### src/rtl/mem_access_unit.sv
// Memory stage of the MiniRiscV datapath. It runs a single load or store against a
// variable-latency data memory and reports completion with done/fault status.
module mem_access_unit #(
    parameter int unsigned ADDR_WIDTH = 14,
    parameter int unsigned TIMEOUT    = 255
) (
    input  logic                  clk,
    input  logic                  rst,
    input  logic                  start,
    input  logic                  MemRead,
    input  logic                  MemWrite,
    input  logic [2:0]            funct3,
    input  logic [31:0]           ALUResult,
    input  logic [31:0]           ReadData2,
    output logic                  busy,
    output logic                  done,
    output logic [1:0]            fault,
    output logic [31:0]           LoadData,
    output logic                  mem_en,
    output logic [3:0]            mem_we,
    output logic [ADDR_WIDTH-1:0] mem_addr,
    output logic [31:0]           mem_wdata,
    input  logic [31:0]           mem_rdata,
    input  logic                  mem_ready
);

    localparam int unsigned CNT_W = 8;

    localparam logic [1:0] FLT_OK    = 2'b00;
    localparam logic [1:0] FLT_ALIGN = 2'b01;
    localparam logic [1:0] FLT_TMO   = 2'b10;
    localparam logic [1:0] FLT_ILL   = 2'b11;

    typedef enum logic [1:0] {IDLE, REQ, WAIT, DONE} state_t;

    state_t                state, state_nxt;
    logic [CNT_W-1:0]      cnt, cnt_nxt;
    logic [2:0]            f3_q, f3_nxt;
    logic [1:0]            off_q, off_nxt;
    logic                  is_load_q, is_load_nxt;
    logic                  busy_nxt, done_nxt, mem_en_nxt;
    logic [1:0]            fault_nxt;
    logic [31:0]           load_nxt, mem_wdata_nxt, load_ext;
    logic [3:0]            mem_we_nxt;
    logic [ADDR_WIDTH-1:0] mem_addr_nxt;
    logic                  illegal, misaligned;
    logic [7:0]            rd_byte;
    logic [15:0]           rd_half;
    logic                  unused_addr_bits;

    assign unused_addr_bits = ^ALUResult[31:ADDR_WIDTH+2];

    // Request screening on the live inputs; only meaningful while IDLE sees start.
    always_comb begin
        illegal    = (MemRead && (funct3 == 3'd3 || funct3 == 3'd6 || funct3 == 3'd7)) ||
                     (MemWrite && (funct3 > 3'd2));
        misaligned = (funct3[1:0] == 2'd1 && ALUResult[0]) ||
                     (funct3[1:0] == 2'd2 && ALUResult[1:0] != 2'd0);
    end

    // Lane extraction and extension of the returned word for the latched load.
    always_comb begin
        case (off_q)
            2'd0:    rd_byte = mem_rdata[7:0];
            2'd1:    rd_byte = mem_rdata[15:8];
            2'd2:    rd_byte = mem_rdata[23:16];
            default: rd_byte = mem_rdata[31:24];
        endcase
        rd_half = off_q[1] ? mem_rdata[31:16] : mem_rdata[15:0];
        case (f3_q)
            3'd0:    load_ext = {{24{rd_byte[7]}}, rd_byte};
            3'd1:    load_ext = {{16{rd_half[15]}}, rd_half};
            3'd4:    load_ext = {24'd0, rd_byte};
            3'd5:    load_ext = {16'd0, rd_half};
            default: load_ext = mem_rdata;
        endcase
    end

    // Next-state and next-output logic.
    always_comb begin
        state_nxt     = state;
        cnt_nxt       = cnt;
        f3_nxt        = f3_q;
        off_nxt       = off_q;
        is_load_nxt   = is_load_q;
        fault_nxt     = fault;
        load_nxt      = LoadData;
        mem_we_nxt    = mem_we;
        mem_addr_nxt  = mem_addr;
        mem_wdata_nxt = mem_wdata;

        case (state)
            IDLE: begin
                if (start) begin
                    f3_nxt      = funct3;
                    off_nxt     = ALUResult[1:0];
                    is_load_nxt = MemRead;
                    if (MemRead && MemWrite) begin
                        state_nxt = DONE;
                        fault_nxt = FLT_ILL;
                    end else if (!MemRead && !MemWrite) begin
                        state_nxt = DONE;
                        fault_nxt = FLT_OK;
                    end else if (illegal) begin
                        state_nxt = DONE;
                        fault_nxt = FLT_ILL;
                    end else if (misaligned) begin
                        state_nxt = DONE;
                        fault_nxt = FLT_ALIGN;
                    end else begin
                        state_nxt    = REQ;
                        cnt_nxt      = '0;
                        mem_addr_nxt = ALUResult[ADDR_WIDTH+1:2];
                        mem_we_nxt   = 4'b0000;
                        if (MemWrite) begin
                            case (funct3[1:0])
                                2'd0: begin
                                    mem_we_nxt    = 4'b0001 << ALUResult[1:0];
                                    mem_wdata_nxt = {4{ReadData2[7:0]}};
                                end
                                2'd1: begin
                                    mem_we_nxt    = 4'b0011 << ALUResult[1:0];
                                    mem_wdata_nxt = {2{ReadData2[15:0]}};
                                end
                                default: begin
                                    mem_we_nxt    = 4'b1111;
                                    mem_wdata_nxt = ReadData2;
                                end
                            endcase
                        end
                    end
                end
            end
            REQ, WAIT: begin
                // Timeout wins over a simultaneous ready so the abort is deterministic.
                if (cnt == CNT_W'(TIMEOUT)) begin
                    state_nxt  = DONE;
                    fault_nxt  = FLT_TMO;
                    mem_we_nxt = 4'b0000;
                end else if (mem_ready) begin
                    state_nxt  = DONE;
                    fault_nxt  = FLT_OK;
                    mem_we_nxt = 4'b0000;
                    if (is_load_q) begin
                        load_nxt = load_ext;
                    end
                end else begin
                    state_nxt = WAIT;
                    cnt_nxt   = cnt + CNT_W'(1);
                end
            end
            default: state_nxt = IDLE;
        endcase

        busy_nxt   = (state_nxt != IDLE);
        done_nxt   = (state_nxt == DONE);
        mem_en_nxt = (state_nxt == REQ) || (state_nxt == WAIT);
    end

    always_ff @(posedge clk or posedge rst) begin
        if (rst) begin
            state     <= IDLE;
            cnt       <= '0;
            f3_q      <= 3'd0;
            off_q     <= 2'd0;
            is_load_q <= 1'b0;
            busy      <= 1'b0;
            done      <= 1'b0;
            fault     <= FLT_OK;
            LoadData  <= 32'd0;
            mem_en    <= 1'b0;
            mem_we    <= 4'b0000;
            mem_addr  <= '0;
            mem_wdata <= 32'd0;
        end else begin
            state     <= state_nxt;
            cnt       <= cnt_nxt;
            f3_q      <= f3_nxt;
            off_q     <= off_nxt;
            is_load_q <= is_load_nxt;
            busy      <= busy_nxt;
            done      <= done_nxt;
            fault     <= fault_nxt;
            LoadData  <= load_nxt;
            mem_en    <= mem_en_nxt;
            mem_we    <= mem_we_nxt;
            mem_addr  <= mem_addr_nxt;
            mem_wdata <= mem_wdata_nxt;
        end
    end

endmodule
### config.mk
export PLATFORM = sky130hd
export DESIGN_NAME = mem_access_unit
export DESIGN_NICKNAME = d
export VERILOG_FILES = /design/src/rtl/mem_access_unit.sv
export SDC_FILE = /design/constraint.sdc
export NUM_CORES = 1
export LEC_CHECK = 0
export ABC_CLOCK_PERIOD_IN_PS = 4990
export CAP_MARGIN = 30
export CORE_MARGIN = 3
export CORE_UTILIZATION = 48
export DETAILED_ROUTE_END_ITERATION = 6
export PLACE_DENSITY = 0.86
export RECOVER_POWER = 25
export SYNTH_ARGS = -nofsm -noshare
export SYNTH_HDL_FRONTEND = slang
export SYNTH_SLANG_ARGS = --single-unit
export TNS_END_PERCENT = 30
### constraint.sdc
create_clock -name clk -period 4.99 [get_ports clk]
set_input_delay 0.998 -clock clk [delete_from_list [all_inputs] [get_ports clk]]
set_output_delay 0.998 -clock clk [all_outputs]
set_load 0.01 [all_outputs]
* Word level (Yosys, flattened, before mapping) *
Cells that the tools add are included.

word-level totals
  logic and storage cells = 113
  input port bits = 105
  register bits = 103
  output and inout bits = 87

operators by class
  shifts and indexed selects = 2
  muxes and demuxes = 38
  magnitude comparators = 1
  bitwise gates (word level) = 5
  equality and inequality tests = 25
  reduce and logical (&&, ||, !) cells = 28
  $add $sub $neg = 1

operators by type and width
  operator                                                                number
  32-bit one-hot mux with 4 select lines                                  1
  32-bit one-hot mux with 2 select lines                                  1
  8-bit two-way mux                                                       7
  4-bit two-way mux                                                       8
  2-bit two-way mux                                                       12
  8-bit one-hot mux with 3 select lines                                   1
  16-bit two-way mux                                                      1
  4-bit one-hot mux with 2 select lines                                   2
  8-bit one-hot mux with 2 select lines                                   1
  2-bit != test (second input constant)                                   7
  7-bit AND reduction                                                     2
  3-bit equality test (second input constant)                             4
  2-bit equality test (second input constant)                             5
  8-bit by 1-bit adder with 8-bit output (second input constant)          1
  2-bit by 1-bit equality test with 1-bit output (second input constant)  4
  8-bit equality test (second input constant)                             1
  2-bit one-hot mux with 2 select lines                                   2
  4-bit AND reduction                                                     2
  8-bit AND reduction                                                     1
  1-bit logical AND                                                       6
  2-bit zero test                                                         3
  6-bit AND reduction                                                     1
  2-bit nonzero test                                                      3
  1-bit logical OR                                                        5
  13 further kinds                                                        19

* Depth between registers and ports, before layout *
Gate-level depths: netlist (run 1).

  word-level depth = 12
  mapped depth = 11

* Least setup slack after synthesis (run 1) *
No wires, ideal clock.

  kind = input -> register
  start point = input MemWrite
  end point = register mem_wdata[24]
  setup time = 125 ps
  path slack = 1,998 ps
  data required time = 4,865 ps
  arrival time = 2,867 ps
  cell stages on the path = 10
  path through = clkbuf_1 > clkbuf_1 > inv_1 > ha_1 > and4_4 > buf_6 > and2_4 > buf_6 > buf_6 > mux2_4

between the ends
  word-level cells in the longest chain between the ends = 4
  elaborated cells between the ends (all ways) = 9
  classes of those cells = 3 x bitwise; 6 x reduce/logical

ends and longest elaborated chain
  element                                                       line     text
  start, declared                                               11       input logic MemWrite,
  1-bit zero test / 1-bit logical AND (equally long branches)   101, 56
  1-bit logical AND / 1-bit logical OR (equally long branches)  101, 55
  1-bit inverter (no source line)                               n/a
  7-bit AND reduction (no source line) (*)                      n/a
  end signal, assigned                                          188      mem_wdata <= mem_wdata_nxt;
  end, declared                                                 22       output logic [31:0] mem_wdata,

Every way passes the cells marked *; elsewhere a longest branch is shown, timed or not.
A chain may end at the register's enable or synchronous reset.

* Worst setup path after layout (run 1) *
  start point = input start
  end point = register mem_wdata[29]

between the ends
  word-level cells in the longest chain between the ends = 1

ends and longest elaborated chain
  element                               line  text
  start, declared                       9     input logic start,
  7-bit AND reduction (no source line)  n/a

No other way between the ends.

==> flow_metrics.py, run 1 <==
metrics = {
    "global_route": {
        "grt_usage_pct": 24.5,
        "grt_pass1_vias": 4501,
        "grt_pass1_wl_um": 22900,
        "grt-ovfl-total": 0,
        "grt_max_degree": 67,
        "antenna_found_initial": 0,
    },
    "timing": {
        "timing.setup.tns_ns": 0,
        "hold_viol_final": 0,
        "relSlewSlack_pct": -32.0,
        "worst_pin_slew_ns": 1.98,
        "setup_slack_ns": 1.72,
        "rsz0062_at_grt": "false",
        "maxClockFrequency_mhz": 306,
        "final.period_utilization_pct": 65.6,
        "setup_violations": 0,
        "slew_viol_final": 105,
        "finalClockSkew_ns": 0.0144,
        "fin_crit_ns": 3.27,
    },
    "setup_path": {
        "cp-start-kind": "input port",
        "crit_arrival_ns": 3.54,
        "worstSetupEndpointType": "register",
        "crit_type": "in2reg",
        "regToRegSetupSlack_ns": 2.27,
        "cp_max_fo": 32,
        "crit_required_ns": 5.26,
        "reg2reg_depth": 6,
        "worstReg2RegEnd": "mem_wdata[29]$_DFFE_PP0P_",
        "rr_startpoint": "state[0]$_DFF_PP0_",
        "crit_start": "start",
    },
    "synthesis": {
        "synth_top_area_share_pct": 49.7,
        "synth_area_per_cell_um2": 10.2,
        "synthTopCellsByArea": "dfrtp_1, mux2_2, a21oi_1",
        "synth_ff_type": "dfrtp_1",
        "synth_most_common_cell": "dfrtp_1",
        "synth_nets": 621,
        "async_flop_share_pct": 100,
        "netlist_top_cells_count": "dfrtp_1, nand2_1, a21oi_1, o21ai_0, mux2_2",
        "syn_inst": 508,
        "synth_top_area_cell": "dfrtp_1",
        "syn_area_mm2": 0.00519,
        "synth_edf_count": 0,
        "synth_seq_cells": 103,
        "ys_types": 51,
        "yosysWarnings": 0,
        "yosysSeqAreaShare_pct": 49.7,
    },
    "floorplan": {
        "num_io_pins": 192,
        "die-height_um": 110,
        "fp.dieArea_mm2": 0.0121,
        "initial_core_util_pct": 49.8,
        "core_area_mm2": 0.0104,
        "die_w_um": 110,
        "num_rows": 37,
    },
    "pwr": {
        "p_per_area_mw_per_mm2": 563,
        "swShare_pct": 37.6,
        "clkPwrFrac_pct": 13.3,
        "intPower_mw": 2.52,
        "peakVddDrop_uv": 397,
        "leakage_nw": 3.01,
        "power_mw": 4.04,
        "power_frac_comb_pct": 49.7,
        "switchingPower_mw": 1.52,
        "pwr-share-seq_pct": 37.1,
    },
    "clocking": {
        "cts-resized-gates": 0,
        "cts_sinks": 103,
        "clk_path_buf_depth": 2,
        "clkLatencyLatePin_ns": 0.38,
        "path_clk_slew_ns": 0.09,
        "post_cts_buffers": 0,
        "cts_tree": "done",
        "clockRootBuffer": "clkbuf_8",
        "hold_buffers": 0,
        "cts_buffers": 9,
        "cts_htree_levels": 3,
    },
    "final_layout": {
        "fin_area_mm2": 0.00717,
        "drive_gt1_share_pct": 12.4,
        "antennaDiodeCount": 0,
        "areaGrowthSynthToFinish_pct": 38.2,
        "final_cells": 804,
        "num-nets-final": 777,
        "fillers": 792,
    },
    "status": {
        "outcome": "finished, violations left",
        "violations": "max-capacitance violations, max-slew violations",
    },
    "drt": {
        "wl_per_cell_um": 18.3,
        "wirelength_um": 14700,
        "drtIter0Drc": 237,
        "firstDrtPassIters": 5,
        "drc_errors": 0,
        "ant_nets": 0,
        "routed_via_density": 5.70,
        "vias": 4579,
    },
    "flow_run": {
        "max_cap_violations": 2,
    },
    "worst_hold_path": {
        "hold_path_depth": 2,
        "hold_end": "LoadData[6]$_DFFE_PP0P_",
        "min-delay-start": "LoadData[6]$_DFFE_PP0P_",
        "min_path_type": "reg2reg",
    },
    "place": {
        "post_dp_cell_area_mm2": 0.00698,
        "io_buffers": 175,
        "dp_slack_ns": 1.49,
        "dp_cells": 789,
        "hpwl_um": 10900,
        "gp_congestion": 0.865,
    },
}
[final cells by class]
type / count / area [um2] / share of cell area, %
Clock inverter: 5 / 58.8 / 0.820
Timing Repair Buffer: 181 / 1790 / 25.0
Inverter: 10 / 38.8 / 0.541
Sequential cell: 103 / 2580 / 35.9
Clock buffer: 10 / 138 / 1.92
Tap cell: 136 / 170 / 2.37
Multi-Input combinational cell: 359 / 2400 / 33.4
[layer usage]
metal,GRT usage [%],wire [um]
met1,30.6,5750
met2,39.6,7090
met3,8.44,1530
met4,8.46,333
met5,0,0
[cell usage in the layout (no fill, tap or decap), types with 7 or more instances in the layout]
master / n
a21oi_1: 57
dfrtp_1: 103
mux2i_1: 25
a21oi_2: 9
nand2_1: 65
o22ai_1: 7
o21ai_1: 8
clkdlybuf4s50_1: 173
mux2_2: 41
o21ai_0: 51
nor2_1: 16
nor3_1: 8
a31oi_1: 8
ha_1: 8
inv_1: 8
clkbuf_8: 10
[through the flow]
stage	util [%]	hold slack, ns
after detailed placement	67.0	0.476
after global placement	67.0	0.461
after CTS	68.9	0.497
final	68.9	0.493
after floorplan	-	0.450
after global routing	68.9	0.518
[power groups by stage]
stage	Clock [mW]	Sequential (mW)	Combinational, mW
final	0.535	1.50	2.00
after global routing	0.585	1.54	2.20
after CTS	0.549	1.49	2.02
after detailed placement	0	1.50	2.01
after global placement	0	1.48	1.95
after floorplan	0	1.56	0.974
[state kept, by name, indices dropped and copies added (netlist names)]
name and cells:
LoadData 32, busy 1, cnt 8, done 1, f3_q 3, fault 2, is_load_q 1, mem_addr 14
mem_en 1, mem_wdata 32, mem_we 4, off_q 2, state 2
[critical path, stage by stage]
cell and delay (ns):
dlygate4sd3_1 0.61, and2_0 0.48, and4_4 0.61, and2_4 0.46, mux2_2 0.37
[how the worst max path moves through the flow]
stage,endpoint,slack (ns),cells past startpoint
3_3_place_gp,mem_wdata[29]$_DFFE_PP0P_,1.51,7
4_1_cts,mem_we[2]$_DFFE_PP0P_,1.91,7
3_5_place_dp,mem_wdata[29]$_DFFE_PP0P_,1.49,7
5_1_grt,mem_wdata[28]$_DFFE_PP0P_,1.54,5
2_1_floorplan,LoadData[0]$_DFFE_PP0P_,1.29,1
6_report,mem_wdata[29]$_DFFE_PP0P_,1.72,5
[cell families after synthesis]
| family | synth area share (%) |
|---|---|
| AOI/OAI and AO/OA | 17.8 |
| adders and majority gates | 1.93 |
| and+or+nand+nor | 10.6 |
| buffers and inverters | 4.15 |
| muxes | 15.9 |
| DFF | 49.7 |
Power figures use the tool's default switching activity.
==> inputs of run 2 (changes only) <==
- ABC_CLOCK_PERIOD_IN_PS: 4990 -> 2600
- CORE_UTILIZATION: 48 -> 41
- PLACE_DENSITY: 0.86 -> 0.78
- clock period: 4.99 -> 2.6 ns (I/O delays scaled with it)
==> flow_metrics.py, run 2 (synthesis results as in run 1) <==
metrics = {
    "clocking": {
        "hold_buffers": 0,
        "clkLatencyLatePin_ns": 0.35,
        "clk_path_buf_depth": 2,
        "cts-resized-gates": 0,
        "path_clk_slew_ns": 0.06,
        "clockRootBuffer": "clkbuf_16",
        "cts_sinks": 103,
        "cts_htree_levels": 3,
        "cts_buffers": 9,
        "post_cts_buffers": 0,
        "cts_tree": "done",
    },
    "final_layout": {
        "antennaDiodeCount": 0,
        "areaGrowthSynthToFinish_pct": 43.0,
        "drive_gt1_share_pct": 14.2,
        "largest_registers": "LoadData (32), mem_wdata (32), mem_addr (14)",
        "mostFrequentLayoutCell": "clkdlybuf4s50_1",
        "num-nets-final": 791,
        "fin_area_mm2": 0.00743,
        "final_cell_mix": "clkdlybuf4s50_1, dfrtp_1, nand2_1, a21oi_1, o21ai_0",
        "final_cells": 850,
        "final_util_pct": 60.8,
    },
    "place": {
        "io_buffers": 175,
        "hpwl_um": 10800,
        "dp_cells": 835,
        "dp_slack_ns": -0.0181,
        "gp_congestion": 0.858,
        "post_dp_cell_area_mm2": 0.00715,
    },
    "timing": {
        "hold_viol_final": 0,
        "maxClockFrequency_mhz": 433,
        "finalClockSkew_ns": 0.00862,
        "final.period_utilization_pct": 88.9,
        "slew_viol_final": 0,
        "timing.setup.tns_ns": 0,
        "worst_pin_slew_ns": 1.42,
        "setup_violations": 0,
        "fin_crit_ns": 2.31,
        "relSlewSlack_pct": 5.39,
        "holdWs_ns": 0.478,
        "setup_slack_ns": 0.288,
        "rsz0062_at_grt": "false",
    },
    "setup_path": {
        "crit_type": "in2reg",
        "critPathMaxStageDelay_ns": 0.64,
        "crit_required_ns": 2.82,
        "regToRegSetupSlack_ns": 0.42,
        "slowest_stage": "clkdlybuf4s50_1",
        "path_buf_inv": 2,
        "reg2reg_depth": 6,
        "crit_family": "buffers and inverters",
        "cp_max_fo": 7,
        "worstPathCellList": "clkdlybuf4s50_1 > inv_2 > o31a_2 > a41oi_1 > nor2_1 > or2_2 > ha_1",
        "cp-start-kind": "input port",
        "worstReg2RegEnd": "mem_we[0]$_DFFE_PP0P_",
        "crit_start": "funct3[1]",
        "crit_arrival_ns": 2.54,
        "worstSetupEndpointType": "register",
        "cp-endpoint": "mem_en$_DFF_PP0_",
        "rr_startpoint": "state[0]$_DFF_PP0_",
        "crit_cells": 7,
    },
    "floorplan": {
        "die_w_um": 119,
        "initial_core_util_pct": 42.5,
        "core_area_mm2": 0.0122,
        "die-height_um": 119,
        "fp.dieArea_mm2": 0.0140,
        "num_io_pins": 192,
        "num_rows": 40,
    },
    "drt": {
        "drc_errors": 0,
        "drtIter0Drc": 340,
        "vias": 4514,
        "firstDrtPassIters": 4,
        "routed_via_density": 5.31,
        "wirelength_um": 14700,
        "wl_per_cell_um": 17.4,
        "ant_nets": 0,
    },
    "global_route": {
        "met1_usage_pct": 27.0,
        "use_met3_pct": 5.17,
        "grt_usage_pct": 21.1,
        "grt_use_met2_pct": 34.6,
        "grt_pass1_vias": 4520,
        "grt-ovfl-total": 0,
        "top_usage_layer": "met2",
        "grt_pass1_wl_um": 23800,
        "antenna_found_initial": 0,
        "grt_max_degree": 104,
    },
    "pwr": {
        "power_frac_comb_pct": 49.9,
        "switchingPower_mw": 2.97,
        "swShare_pct": 36.6,
        "intPower_mw": 5.15,
        "clkPwrFrac_pct": 16.2,
        "leakage_nw": 3.13,
        "pwr-share-seq_pct": 34.0,
        "p_per_area_mw_per_mm2": 1090,
        "power_mw": 8.12,
        "peakVddDrop_uv": 465,
    },
    "worst_hold_path": {
        "min_path_type": "reg2reg",
    },
    "flow_run": {
        "max_cap_violations": 0,
    },
    "status": {
        "outcome": "finished clean",
    },
}
run 2: final cells by class:
| class | count | area [um2] |
|---|---|---|
| fill | 1071 | 4790 |
| sequential | 103 | 2580 |
| multi-input combinational | 359 | 2400 |
| timing repair buffer | 195 | 1910 |
| clock buffer | 12 | 256 |
| tap | 168 | 210 |
| inverter | 10 | 41.3 |
| clock inverter | 3 | 27.5 |
run 2: per-layer routing:
metal	part of all wire [%]	vias up
met5	0	-
met4	2.4	0
met3	7.4	24
met2	48	172
met1	42	2159
li1	-	2159
run 2: worst register-to-register path, cell delays in order, from the launching register on:
cell	delay (ns)
dfrtp_1	0.37
inv_1	0.06
ha_1	0.45
o21ai_0	0.26
or2_2	0.38
nand2b_1	0.19
mux2_2	0.36
run 2: how the worst min path moves through the flow:
| stage | start | end | slack (ns) | cells past startpoint |
|---|---|---|---|---|
| 4_1_cts | LoadData[5]$_DFFE_PP0P_ | LoadData[5]$_DFFE_PP0P_ | 0.49 | 2 |
| 6_report | LoadData[5]$_DFFE_PP0P_ | LoadData[5]$_DFFE_PP0P_ | 0.48 | 2 |
| 2_1_floorplan | is_load_q$_DFFE_PP0P_ | is_load_q$_DFFE_PP0P_ | 0.45 | 2 |
| 3_3_place_gp | LoadData[6]$_DFFE_PP0P_ | LoadData[6]$_DFFE_PP0P_ | 0.46 | 2 |
| 5_1_grt | LoadData[14]$_DFFE_PP0P_ | LoadData[14]$_DFFE_PP0P_ | 0.51 | 2 |
| 3_5_place_dp | LoadData[22]$_DFFE_PP0P_ | LoadData[22]$_DFFE_PP0P_ | 0.47 | 2 |
run 2: power by group through the flow:
stage / clock network, mW / logic (mW) / registers, mW
floorplan: 0 / 1.87 / 2.99
global placement: 0 / 3.97 / 2.74
detailed placement: 0 / 4.06 / 2.79
CTS: 1.34 / 4.08 / 2.76
global route: 1.41 / 4.41 / 2.86
finish: 1.31 / 4.05 / 2.76
